## config.mk

```make
export PLATFORM = sky130hd
export DESIGN_NAME = pgr_uart_rx_fifo
export DESIGN_NICKNAME = d
export VERILOG_FILES = /design/src/rtl/pgr_uart_rx_pkg.sv /design/src/rtl/pgr_uart_rx_sync_fifo.sv /design/src/rtl/pgr_uart_rx_fifo.sv
export SDC_FILE = /design/constraint.sdc
export NUM_CORES = 1
export LEC_CHECK = 0
export CELL_PAD_IN_SITES_DETAIL_PLACEMENT = 2
export CELL_PAD_IN_SITES_GLOBAL_PLACEMENT = 2
export CORE_ASPECT_RATIO = 1.1
export CORE_UTILIZATION = 45
export DETAILED_ROUTE_END_ITERATION = 16
export HOLD_SLACK_MARGIN = 0.05
export PLACE_DENSITY_LB_ADDON = 0.1
export RECOVER_POWER = 50
export SLEW_MARGIN = 10
export SYNTH_ARGS = -nofsm -noshare
export SYNTH_HDL_FRONTEND = slang
export SYNTH_HIERARCHICAL = 1
export SYNTH_SLANG_ARGS = --single-unit
```

## constraint.sdc

```tcl
create_clock -name clk -period 6.8 [get_ports clk]
set_input_delay 1.36 -clock clk [delete_from_list [all_inputs] [get_ports clk]]
set_output_delay 1.36 -clock clk [all_outputs]
set_load 0.005 [all_outputs]
```

## src/rtl/pgr_uart_rx_pkg.sv

```systemverilog
// Shared definitions for the UART receive front end: FSM states, frame width
// and baud-timing helpers.
package pgr_uart_rx_pkg;

    localparam int UART_DATA_BITS = 8;

    typedef enum logic [2:0] {
        IDLE,
        START,
        DATA,
        PARITY,
        STOP,
        WAIT_HIGH
    } rx_state_t;

    // Clock cycles per serial bit, truncated.
    function automatic int uart_bit_cnt(input int clk_mhz, input int baud);
        return (clk_mhz * 1_000_000) / baud;
    endfunction

    function automatic int uart_half_cnt(input int clk_mhz, input int baud);
        return uart_bit_cnt(clk_mhz, baud) / 2;
    endfunction

endpackage

```

## src/rtl/pgr_uart_rx_sync_fifo.sv

```systemverilog
// Synchronous show-ahead FIFO with a separate occupancy counter; a push refused
// because the FIFO is full raises a one-cycle overflow pulse on the next cycle.
module pgr_uart_rx_sync_fifo #(
    parameter int DEPTH = 16,
    parameter int WIDTH = 8
) (
    input  logic                   clk,
    input  logic                   rst,
    input  logic                   push,
    input  logic [WIDTH-1:0]       push_data,
    input  logic                   pop,
    output logic [WIDTH-1:0]       head,
    output logic                   valid,
    output logic [$clog2(DEPTH):0] level,
    output logic                   overflow
);
    localparam int AW = $clog2(DEPTH);
    localparam logic [AW:0] LVL_FULL = (AW+1)'(DEPTH);

    logic [WIDTH-1:0] mem [DEPTH];
    logic [AW-1:0]    rd_ptr;
    logic [AW-1:0]    wr_ptr;
    logic             full;
    logic             do_push;
    logic             do_pop;

    assign valid   = (level != '0);
    assign full    = (level == LVL_FULL);
    assign do_pop  = pop && valid;
    // A pop in the same cycle frees the slot, so a full FIFO can still accept.
    assign do_push = push && (!full || do_pop);
    assign head    = valid ? mem[rd_ptr] : '0;

    // NOTE: the storage array is deliberately not reset; emptiness is tracked by level alone.
    always_ff @(posedge clk) begin
        if (do_push) mem[wr_ptr] <= push_data;
    end

    always_ff @(posedge clk) begin
        if (rst) begin
            rd_ptr   <= '0;
            wr_ptr   <= '0;
            level    <= '0;
            overflow <= 1'b0;
        end else begin
            if (do_push) wr_ptr <= wr_ptr + 1'b1;
            if (do_pop)  rd_ptr <= rd_ptr + 1'b1;
            overflow <= push && !do_push;
            case ({do_push, do_pop})
                2'b10:   level <= level + 1'b1;
                2'b01:   level <= level - 1'b1;
                default: ;
            endcase
        end
    end

endmodule

```

## src/rtl/pgr_uart_rx_fifo.sv

```systemverilog
// UART receiver (8N1, or 8E1 when UART_RX_PARITY_EN is defined) feeding a
// show-ahead byte FIFO; framing/parity/overflow errors are one-cycle pulses.
module pgr_uart_rx_fifo #(
    parameter int CLK_FREQ   = 50,
    parameter int BAUD_RATE  = 115200,
    parameter int FIFO_DEPTH = 16
) (
    input  logic                        clk,
    input  logic                        rst,
    input  logic                        uart_rx,
    output logic [7:0]                  rx_fifo_rd_data,
    output logic                        rx_fifo_rd_data_valid,
    input  logic                        rx_fifo_rd_data_req,
    output logic [$clog2(FIFO_DEPTH):0] fifo_level,
    output logic                        frame_err,
    output logic                        parity_err,
    output logic                        overflow
);
    import pgr_uart_rx_pkg::*;

    localparam int BIT_CNT = uart_bit_cnt(CLK_FREQ, BAUD_RATE);
    localparam int HALF    = uart_half_cnt(CLK_FREQ, BAUD_RATE);
    localparam int CNT_W   = (BIT_CNT > 1) ? $clog2(BIT_CNT) : 1;
    localparam logic [CNT_W-1:0] CNT_BIT  = CNT_W'(BIT_CNT - 1);
    localparam logic [CNT_W-1:0] CNT_HALF = CNT_W'(HALF - 1);
    localparam logic [2:0]       LAST_BIT = 3'(UART_DATA_BITS - 1);

    logic                      sync1;
    logic                      rx_s;
    rx_state_t                 state;
    logic [CNT_W-1:0]          cnt;
    logic [2:0]                bit_idx;
    logic [UART_DATA_BITS-1:0] shift;
    logic                      push;
`ifdef UART_RX_PARITY_EN
    logic                      par_bit;
    logic                      par_err_q;
    assign parity_err = par_err_q;
`else
    assign parity_err = 1'b0;
`endif

    // NOTE: all state uses <= so every flop sees pre-edge values of its neighbours.
    always_ff @(posedge clk) begin
        if (rst) begin
            sync1     <= 1'b1;
            rx_s      <= 1'b1;
            state     <= IDLE;
            cnt       <= '0;
            bit_idx   <= '0;
            shift     <= '0;
            push      <= 1'b0;
            frame_err <= 1'b0;
`ifdef UART_RX_PARITY_EN
            par_bit   <= 1'b0;
            par_err_q <= 1'b0;
`endif
        end else begin
            sync1     <= uart_rx;
            rx_s      <= sync1;
            push      <= 1'b0;
            frame_err <= 1'b0;
`ifdef UART_RX_PARITY_EN
            par_err_q <= 1'b0;
`endif
            if (cnt != '0) cnt <= cnt - 1'b1;

            case (state)
                IDLE: if (!rx_s) begin
                    cnt   <= CNT_HALF;
                    state <= START;
                end
                START: if (cnt == '0) begin
                    if (!rx_s) begin
                        cnt     <= CNT_BIT;
                        bit_idx <= '0;
                        state   <= DATA;
                    end else begin
                        state <= IDLE;
                    end
                end
                DATA: if (cnt == '0) begin
                    shift   <= {rx_s, shift[UART_DATA_BITS-1:1]};
                    cnt     <= CNT_BIT;
                    bit_idx <= bit_idx + 1'b1;
`ifdef UART_RX_PARITY_EN
                    if (bit_idx == LAST_BIT) state <= PARITY;
`else
                    if (bit_idx == LAST_BIT) state <= STOP;
`endif
                end
`ifdef UART_RX_PARITY_EN
                PARITY: if (cnt == '0) begin
                    par_bit <= rx_s;
                    cnt     <= CNT_BIT;
                    state   <= STOP;
                end
`endif
                STOP: if (cnt == '0) begin
                    if (!rx_s) begin
                        frame_err <= 1'b1;
                        state     <= WAIT_HIGH;
                    end
`ifdef UART_RX_PARITY_EN
                    else if ((^shift) != par_bit) begin
                        par_err_q <= 1'b1;
                        state     <= IDLE;
                    end
`endif
                    else begin
                        push  <= 1'b1;
                        state <= IDLE;
                    end
                end
                // A held-low line (break) must return high before a new start bit counts.
                WAIT_HIGH: if (rx_s) state <= IDLE;
                default: state <= IDLE;
            endcase
        end
    end

    pgr_uart_rx_sync_fifo #(
        .DEPTH (FIFO_DEPTH),
        .WIDTH (UART_DATA_BITS)
    ) u_fifo (
        .clk       (clk),
        .rst       (rst),
        .push      (push),
        .push_data (shift),
        .pop       (rx_fifo_rd_data_req),
        .head      (rx_fifo_rd_data),
        .valid     (rx_fifo_rd_data_valid),
        .level     (fifo_level),
        .overflow  (overflow)
    );

endmodule

```

**Yosys cells after proc, flatten, opt, wreduce, memory -nomap -nowiden**

Memory sizes are Yosys's and may differ from the RTL's. A register that Yosys moved wholly into a read port is not among the register bits.
Index checks and enable logic that the tools add are counted.

- Input bits: 4
- Bits in registers: 41
- Latch bits: 0
- Output and inout bits: 17
- Memories kept: 1
- Memory bits (read-only): 0
- Memory bits (writable): 128
- Logic and storage cells: 79

- Add/sub/neg operators: 6
- Mux-type cells: 27
- $lt $le $gt $ge: 0
- Divide/modulo/power cells: 0
- Shift operators: 0
- Eq/ne operators: 15
- Reduce and logical (&&, ||, !) cells: 16
- $mul: 0
- Bitwise logic cells: 2

Memory list:

| memory | depth | width | read ports | clocked after Yosys merged registers in | wr ports | RTL line | text |
|---|---|---|---|---|---|---|---|
| u_fifo.mem | 16 | 8 | 1 | 1 | 1 | pgr_uart_rx_sync_fifo.sv:20 | `logic [WIDTH-1:0] mem [DEPTH];` |

Operators with widths:

| kind | number |
|---|---|
| $mux W9 | 5 |
| $mux W3 | 10 |
| $pmux W9 S3 | 1 |
| $pmux W3 S5 | 1 |
| $ne A2 B2 Y1 const B | 7 |
| $pmux W5 S2 | 1 |
| $eq A3 B3 Y1 const B | 3 |
| $logic_not A9 Y1 | 1 |
| $reduce_bool A9 Y1 | 1 |
| $sub A9 B1 Y9 const B | 1 |
| $add A4 B1 Y4 const B | 2 |
| $mux W4 | 2 |
| $mux W8 | 1 |
| $pmux W3 S2 | 1 |
| $reduce_and A6 Y1 | 1 |
| $add A5 B1 Y5 const B | 1 |
| $eq A5 B5 Y1 const B | 1 |
| $reduce_bool A5 Y1 | 1 |
| $sub A5 B1 Y5 const B | 1 |
| $mux W1 | 4 |
| $reduce_and A4 Y1 | 1 |
| $reduce_bool A2 Y1 | 2 |
| $add A3 B1 Y3 const B | 1 |
| $eq A3 B1 Y1 const B | 1 |
| other kinds (11) | 15 |

**Logic depth before layout (Yosys ltp)**

Gate-level depths: netlist of run 1.

- Word-level depth: 6
- Mapped depth: 11
- Mapped depth without buffers: 10

**Hierarchy**

Netlist of run 1, hierarchy kept.

By module, submodules not included:

| module | area an instance (um2) | instances | seq. area each (um2) | cells each |
|---|---|---|---|---|
| pgr_uart_rx_sync_fifo | 6,038.3 | 1 | 4,204.0 | 336 |
| pgr_uart_rx_fifo | 1,290.0 | 1 | 540.5 | 136 |

**Worst setup path before layout of run 1**

Ideal clock, no wire load.

- Path type: input port to flip-flop
- From: in rx_fifo_rd_data_req
- To: reg u_fifo.level[4]
- Library setup time: 0.064 ns
- Setup slack: 3.813 ns
- Required time: 6.736 ns
- Buffers on the path: 1
- Data arrival time: 2.923 ns
- Stages on the path: 9
- Cell sequence: nor2b_1 -> o21a_1 -> buf_6 -> inv_1 -> fa_1 -> nand2b_1 -> o2bb2ai_1 -> or3_1 -> nand4_1

- Cells in the longest elaborated chain, start to end: 5

Ends and longest elaborated chain:

| what | RTL line | text |
|---|---|---|
| start: declaration | pgr_uart_rx_fifo.sv:13 | `input logic rx_fifo_rd_data_req,` |
| $logic_and A1 B1 Y1 (*) | pgr_uart_rx_sync_fifo.sv:29 | `assign do_pop = pop && valid;` |
| $logic_or A1 B1 Y1 | pgr_uart_rx_sync_fifo.sv:31 | `assign do_push = push && (!full \|\| do_pop);` |
| $logic_and A1 B1 Y1 | pgr_uart_rx_sync_fifo.sv:31 |  |
| $eq A2 B1 Y1 or $eq A2 B2 Y1 (tied branches) | pgr_uart_rx_sync_fifo.sv:49 | `case ({do_push, do_pop})` |
| $pmux W5 S2 or $reduce_bool A2 Y1 (tied branches) | - |  |
| end signal: assignment | pgr_uart_rx_sync_fifo.sv:50 | `2'b10: level <= level + 1'b1;` |
| end signal: assignment | pgr_uart_rx_sync_fifo.sv:51 | `2'b01: level <= level - 1'b1;` |
| end: declaration | pgr_uart_rx_sync_fifo.sv:14 | `output logic [$clog2(DEPTH):0] level,` |

Mark *: on every way between the ends. The rest lies on a longest branch, timed or not.
A chain may end at the register's enable or synchronous reset.

==> metrics.md, run 1 <==
| Metric | Value |
|---|---|
| Layout area overhead | `12.5%` |
| Min-delay src | `sync1` |
| CP Capture Type | `primary output` |
| Rel. slew slack | `-0.342` |
| Switching share of power | `0.291` |
| I/O pin total | `21` |
| Status | `finished with violations` |
| Max H-tree Level | `4` |
| Post-synth EDFFs | `128` |
| Fin nets | `502` |
| Min Tclk post-route | `4560 ps` |
| Hold Path End | `rx_s` |
| P_int | `0.00220 W` |
| Root buffer cell | `clkbuf_16` |
| Via count | `4136` |
| R2R Path Start | `cnt[0]` |
| Clock Skew | `9.36 ps` |
| Max Cap Violations | `1` |
| Data arrival, critical path | `3200 ps` |
| Total track usage | `0.244` |
| Required time of the critical path | `5440 ps` |
| DP HPWL | `11700 um` |
| First-pass GRT wire length | `28500 um` |
| Reg2reg path depth | `10` |
| Clock network power share | `0.335` |
| CTS tree | `yes` |
| Number of buffers created by CTS | `17` |
| Die width | `124 um` |
| Ys flop type | `edfxtp_1` |
| Adder-cell share of the synthesized area | `0.0249` |
| Pins Over Slew Limit | `43` |
| Drt first pass iters | `4` |
| FF-to-FF setup slack | `4110 ps` |
| Global placement routability congestion | `0.761` |
| Worst slew pin tran | `2010 ps` |
| CTS Buffer Depth | `2` |
| DR WL/cell | `27.0 um` |
| Final wirelength | `18800 um` |
| Multi-input logic area | `2370 um2` |
| Syn nets | `490` |
| Setup violators final | `0` |
| Clk_lat worst skew | `430 ps` |
| Type of the worst setup path | `flip-flop to primary output` |
| Part of the cycle the worst path needs | `0.671` |
| Post-Synth Simple-Gate Area | `0.0869` |
| Post_cts resized | `0` |
| Vias in the first global route | `4556` |
| Post-synthesis mux area share | `0.132` |
| Share of layout cells above drive strength 1 | `0.163` |
| Synth warn | `6` |
| DR DRC count | `0` |
| Min-Delay Path Depth | `1` |
| Peak VDD IR | `0.000222 V` |
| Largest family of logic cells by synthesized area | `multiplexers` |
| Largest net degree at the start of global routing | `43` |
| Sequential share of the synthesized area | `0.647` |
| Die height | `136 um` |
| Gate power share | `0.261` |
| GRT Residual Overflow | `0` |
| Complex-gate fraction of the synthesized area | `0.0662` |
| DR iter-0 viols | `210` |
| Rows | `48` |
| Pleak | `2.68 nW` |
| Top cells by area, synth | `edfxtp_1 (52%), dfxtp_1 (12%), mux4_2 (8.9%)` |
| Core Area | `15800 um2` |
| Area share of the largest cell type after synthesis | `0.525` |
| N_diodes | `0` |
| Setup total negative slack | `0 ps` |
| Pwr dens | `377 nW/um2` |
| XOR/XNOR Fraction of Synth Area | `0.0108` |
| Setup bufs post-CTS | `0` |
| Initial antenna violation count | `0` |
| CTS hold repair buffers | `0` |
| Total die area | `16800 um2` |
| Initial Util | `0.464` |
| Final-layout fill cell count | `1407` |
| Fin. Hold Viols | `0` |
| Post-synth top area cell | `edfxtp_1` |
| RR Endpoint | `cnt[0]` |
| Crit Path Max Fanout | `32` |
| Asr flop ratio synth | `0` |
| Syn Inst Count | `472` |
| CTS Sinks | `173` |
| Port Buf Inserts | `19` |
| Syn avg cell area | `15.5 um2` |
| Failing checks | `max-capacitance violations, max-slew violations` |
| RSZ-0062 raised after global routing | `false` |
| Mapped cell area | `7330 um2` |
| Part of the power in registers | `0.404` |
| Register area | `4750 um2` |
| Synth Register Bits | `173` |
| Sw power | `0.000903 W` |
| Final core occ | `0.522` |
| Startpoint types | `flip-flop` |
| Post-route ant nets | `0` |
| Worst-path clk slew | `60 ps` |
| Synth cell types | `62` |
| Fmax | `0.219 GHz` |
| Via/cell ratio | `5.93` |
| Worst hold path type | `flip-flop to flip-flop` |
==> power by group through the flow <==
stage | registers, W | logic [W] | clock network, W
2_1_floorplan | 0.00123 | 0.000607 | 0
3_3_place_gp | 0.00127 | 0.000766 | 0
3_5_place_dp | 0.00128 | 0.000812 | 0
4_1_cts | 0.00126 | 0.000826 | 0.00106
5_1_grt | 0.00126 | 0.000901 | 0.00110
6_report | 0.00125 | 0.000810 | 0.00104
==> synthesized netlist by cell type, types with 2 or more instances <==
cell type,count
edfxtp_1,128
o21a_1,2
inv_1,12
nor3_1,10
nor2_1,44
nor3b_1,2
and3_1,3
nand3_1,4
a22oi_1,3
nor4b_1,2
nand2b_1,9
nor3b_2,2
clkbuf_1,11
a31oi_1,3
buf_4,6
o21ai_0,7
nand2_1,11
buf_6,6
nor2b_1,10
buf_2,4
o22ai_1,3
mux4_1,3
dfxtp_1,45
a21oi_1,5
or4_1,3
o211ai_1,4
o21bai_1,2
nor4_1,3
mux2i_1,21
xor2_1,6
a211oi_1,21
ha_1,13
mux4_2,29
or2_2,5
xnor2_1,3
==> how the worst max path moves through the flow <==
| stage | slack [ps] | to | cells past startpoint |
|---|---|---|---|
| after floorplan | 3810 | u_fifo/level[4] | 9 |
| after global placement | 2620 | u_fifo/mem[0][0] | 5 |
| after detailed placement | 2660 | rx_fifo_rd_data[6] | 5 |
| after CTS | 2180 | rx_fifo_rd_data[2] | 5 |
| after global routing | 1960 | rx_fifo_rd_data[3] | 5 |
| final | 2240 | rx_fifo_rd_data[6] | 5 |
==> flip-flops by register name, summed over array words and instances (netlist names), named ones only <==
| signal | flops |
|---|---|
| u_fifo/mem | 128 |
| u_fifo/overflow | 1 |
| u_fifo/wr_ptr | 4 |
| shift | 8 |
| u_fifo/rd_ptr | 4 |
| state | 3 |
| cnt | 9 |
| rx_s | 1 |
| frame_err | 1 |
| push | 1 |
| sync1 | 1 |
| bit_idx | 3 |
| u_fifo/level | 5 |
==> kinds of logic after synthesis <==
group           count (synthesis)
other cells                     1
xor+xnor                        9
simple gates                  116
mux                            54
buf+inv                        42
compound gates                 63
fa+ha+maj                      14
flops                         173
==> area by class of cell <==
type | count | share of cell area
flip-flops and latches | 173 | 0.575
well taps | 200 | 0.0303
clock inverters | 7 | 0.0165
multi-input cells | 257 | 0.288
inverters | 13 | 0.00592
clock buffers | 25 | 0.0589
repair buffers | 22 | 0.0253
==> through the flow <==
| step | hold WS [ps] | worst slack [ps] | power (W) | instance area (um2) | std cells |
|---|---|---|---|---|---|
| floorplan | 389 | 3810 | 0.00184 | 7330 | 472 |
| global placement | 417 | 2620 | 0.00204 | 7620 | 665 |
| detailed placement | 443 | 2660 | 0.00209 | 7630 | 665 |
| CTS | 483 | 2180 | 0.00314 | 8250 | 697 |
| global route | 488 | 1960 | 0.00326 | 8250 | 697 |
| finish | 482 | 2240 | 0.00311 | 8250 | 697 |
==> worst max-delay path, cell delays in order (launching register included) <==
cell             delay [ps]
dfxtp_2                1020
mux4_2                  670
nor2b_1                 180
a211oi_1                290
a211oi_1                 90
clkdlybuf4s50_1         500
==> routing by layer <==
metal  global-route usage  vias to the layer above  share of wire
li1                     -                     1842              -
met1                0.297                     2191           0.42
met2                0.426                       82           0.53
met3               0.0482                       21          0.033
met4               0.0917                        0          0.015
met5                    0                        -              0
==> cells in the final DEF (no fill, tap or decap), drive strengths merged, types with 5 or more instances in the layout <==
| master | instances |
|---|---|
| nor3 | 10 |
| mux2i | 22 |
| nand2 | 11 |
| o21ai | 8 |
| a211oi | 22 |
| xor2 | 6 |
| inv | 13 |
| clkdlybuf4s50 | 18 |
| mux4 | 32 |
| o211ai | 5 |
| dfxtp | 45 |
| a21oi | 5 |
| nor2b | 10 |
| ha | 13 |
| edfxtp | 128 |
| clkbuf | 26 |
| nand2b | 9 |
| nor2 | 45 |
| or2 | 5 |
Power figures use the tool's default switching activity.
==> inputs of run 2 (changes only) <==
clock period = 4.2 ns   (was 6.8 ns; I/O delays follow)
==> run 2 against run 1 <==
Compared with the run above:
- the run now ends clean
- sequential power is 61% higher
- final cell count is 1.7% higher
- power is 57% higher
- clock-buffer cell count is 5 lower
- worst setup slack worse by 1900 ps
- register-to-register slack worse by 3300 ps
- core utilization is 0.055 points higher
- flip-flop and latch count stayed put
- first-iteration DRC count is 1.9% higher
- clock power is 49% higher
- combinational power is 62% higher
- largest cell class unchanged
==> metrics.md, run 2 (synthesized netlist as in run 1, its figures left out) <==
| Metric | Value |
|---|---|
| Worst hold path type | `flip-flop to flip-flop` |
| Min Tclk post-route | `3820 ps` |
| Setup total negative slack | `0 ps` |
| Rel. slew slack | `0.180` |
| Leading cell type in the layout, fill and taps excluded | `edfxtp_1` |
| Worst slew pin tran | `1210 ps` |
| CTS Buffer Depth | `2` |
| Vias in the first global route | `4600` |
| Peak VDD IR | `0.000375 V` |
| Delay-heaviest family, CP | `flip-flops` |
| First-pass GRT wire length | `28700 um` |
| Worst Path Buf+Inv | `1` |
| Layout area overhead | `12.7%` |
| Setup violators final | `0` |
| DR WL/cell | `26.7 um` |
| Drt first pass iters | `4` |
| Via/cell ratio | `5.92` |
| Part of the cycle the worst path needs | `0.910` |
| Global placement routability congestion | `0.744` |
| Most flop-heavy register | `u_fifo/mem` |
| Register area | `4750 um2` |
| Final wirelength | `18900 um` |
| Place WS | `722 ps` |
| RSZ-0062 raised after global routing | `false` |
| Pleak | `2.71 nW` |
| Fin. Hold Viols | `0` |
| N_diodes | `0` |
| CP max stage delay | `890 ps` |
| Worst path slowest cell | `dfxtp_1` |
| DR iter-0 viols | `214` |
| Share of layout cells above drive strength 1 | `0.181` |
| Largest registers | `u_fifo/mem: 128 flops, cnt: 9 flops, shift: 8 flops` |
| CP Capture Type | `primary output` |
| Largest net degree at the start of global routing | `33` |
| Post_cts resized | `0` |
| Post-route ant nets | `0` |
| Non-filler cells, final | `709` |
| DP Cell Count | `677` |
| Clk_lat worst skew | `430 ps` |
| Status | `complete, no violations` |
| Pins Over Slew Limit | `0` |
| DR DRC count | `0` |
| Setup bufs post-CTS | `0` |
| Fmax | `0.262 GHz` |
| Hold slack | `439 ps` |
| Core Area | `15800 um2` |
| Crit Path Max Fanout | `14` |
| Multi-input logic area | `2340 um2` |
| Die width | `124 um` |
| Fin nets | `514` |
| Setup ws final | `378 ps` |
| CTS Sinks | `173` |
| Port Buf Inserts | `19` |
| Rows | `48` |
| Data arrival, critical path | `2980 ps` |
| Number of buffers created by CTS | `17` |
| Initial Util | `0.464` |
| Die height | `136 um` |
| Number of flip-flops under the largest register name | `128` |
| Total die area | `16800 um2` |
| Root buffer cell | `clkbuf_16` |
| Via count | `4195` |
| CTS tree | `yes` |
| Max H-tree Level | `4` |
| Pwr dens | `591 nW/um2` |
| Crit-path most repeated cell | `a211oi_1` |
| Worst-path clk slew | `70 ps` |
| Total track usage | `0.246` |
| Initial antenna violation count | `1` |
| Startpoint types | `flip-flop` |
| I/O pin total | `21` |
| Required time of the critical path | `3360 ps` |
| Final-layout fill cell count | `1439` |
| Type of the worst setup path | `flip-flop to primary output` |
| DP HPWL | `12000 um` |
| Crit path cell chain | `mux4_2 -> nor2b_1 -> a211oi_1 -> a211oi_1 -> clkdlybuf4s50_1` |
| CTS hold repair buffers | `0` |
| Commonest cells after routing, fill and taps aside | `edfxtp_1 (128), nor2_1 (44), dfxtp_1 (44)` |
| Max Cap Violations | `0` |
| Area after DPL | `7700 um2` |
| Clock Skew | `11.0 ps` |
| Finished Cell Area | `8260 um2` |
| GRT Residual Overflow | `0` |
run 2: cell count changes in the layout (fill, tap and decap cells not counted), sizes merged, moves of 3 or more:
cell / before / now
clkbuf: 26 / 22
buf: 2 / 13
clkinv: 2 / 7
dlygate4sd3: 1 / 5
bufinv: 4 / 1
clkdlybuf4s50: 18 / 14
run 2: per-layer routing:
| metal | track usage | routed length (um) | vias to the layer above |
|---|---|---|---|
| met2 | 0.433 | 10100 | 80 |
| met1 | 0.304 | 8050 | 2220 |
| li1 | - | - | 1870 |
| met4 | 0.0790 | 317 | 0 |
| met3 | 0.0419 | 502 | 25 |
| met5 | 0 | 0 | - |
run 2: power by group:
group / total [W] / internal (W) / switching [W]
Combinational: 0.00131 / 0.000632 / 0.000682
Sequential: 0.00201 / 0.00189 / 0.000126
Clock: 0.00155 / 0.000870 / 0.000681
run 2: final timing paths:
path                            startpoint                 end  slack, ps  cells past startpoint
worst max-delay path             flip-flop  rx_fifo_rd_data[6]        380                      5
worst min-delay path                 sync1                rx_s        440                      1
worst max register to register      cnt[0]              cnt[0]        850                     10
worst min register to register       sync1                rx_s        440                      1
run 2: area by class of cell:
class | instances | area share
Clock buffer | 20 | 0.0567
Inverter | 13 | 0.00591
Sequential cell | 173 | 0.575
Clock inverter | 12 | 0.0135
Tap cell | 200 | 0.0303
Timing Repair Buffer | 34 | 0.0358
Multi-Input combinational cell | 257 | 0.283
run 2: metrics by stage:
stage | utilization | total power (W)
3_3_place_gp | 0.487 | 0.00333
5_1_grt | 0.523 | 0.00511
2_1_floorplan | - | 0.00297
6_report | 0.523 | 0.00488
3_5_place_dp | 0.487 | 0.00339
4_1_cts | 0.524 | 0.00496
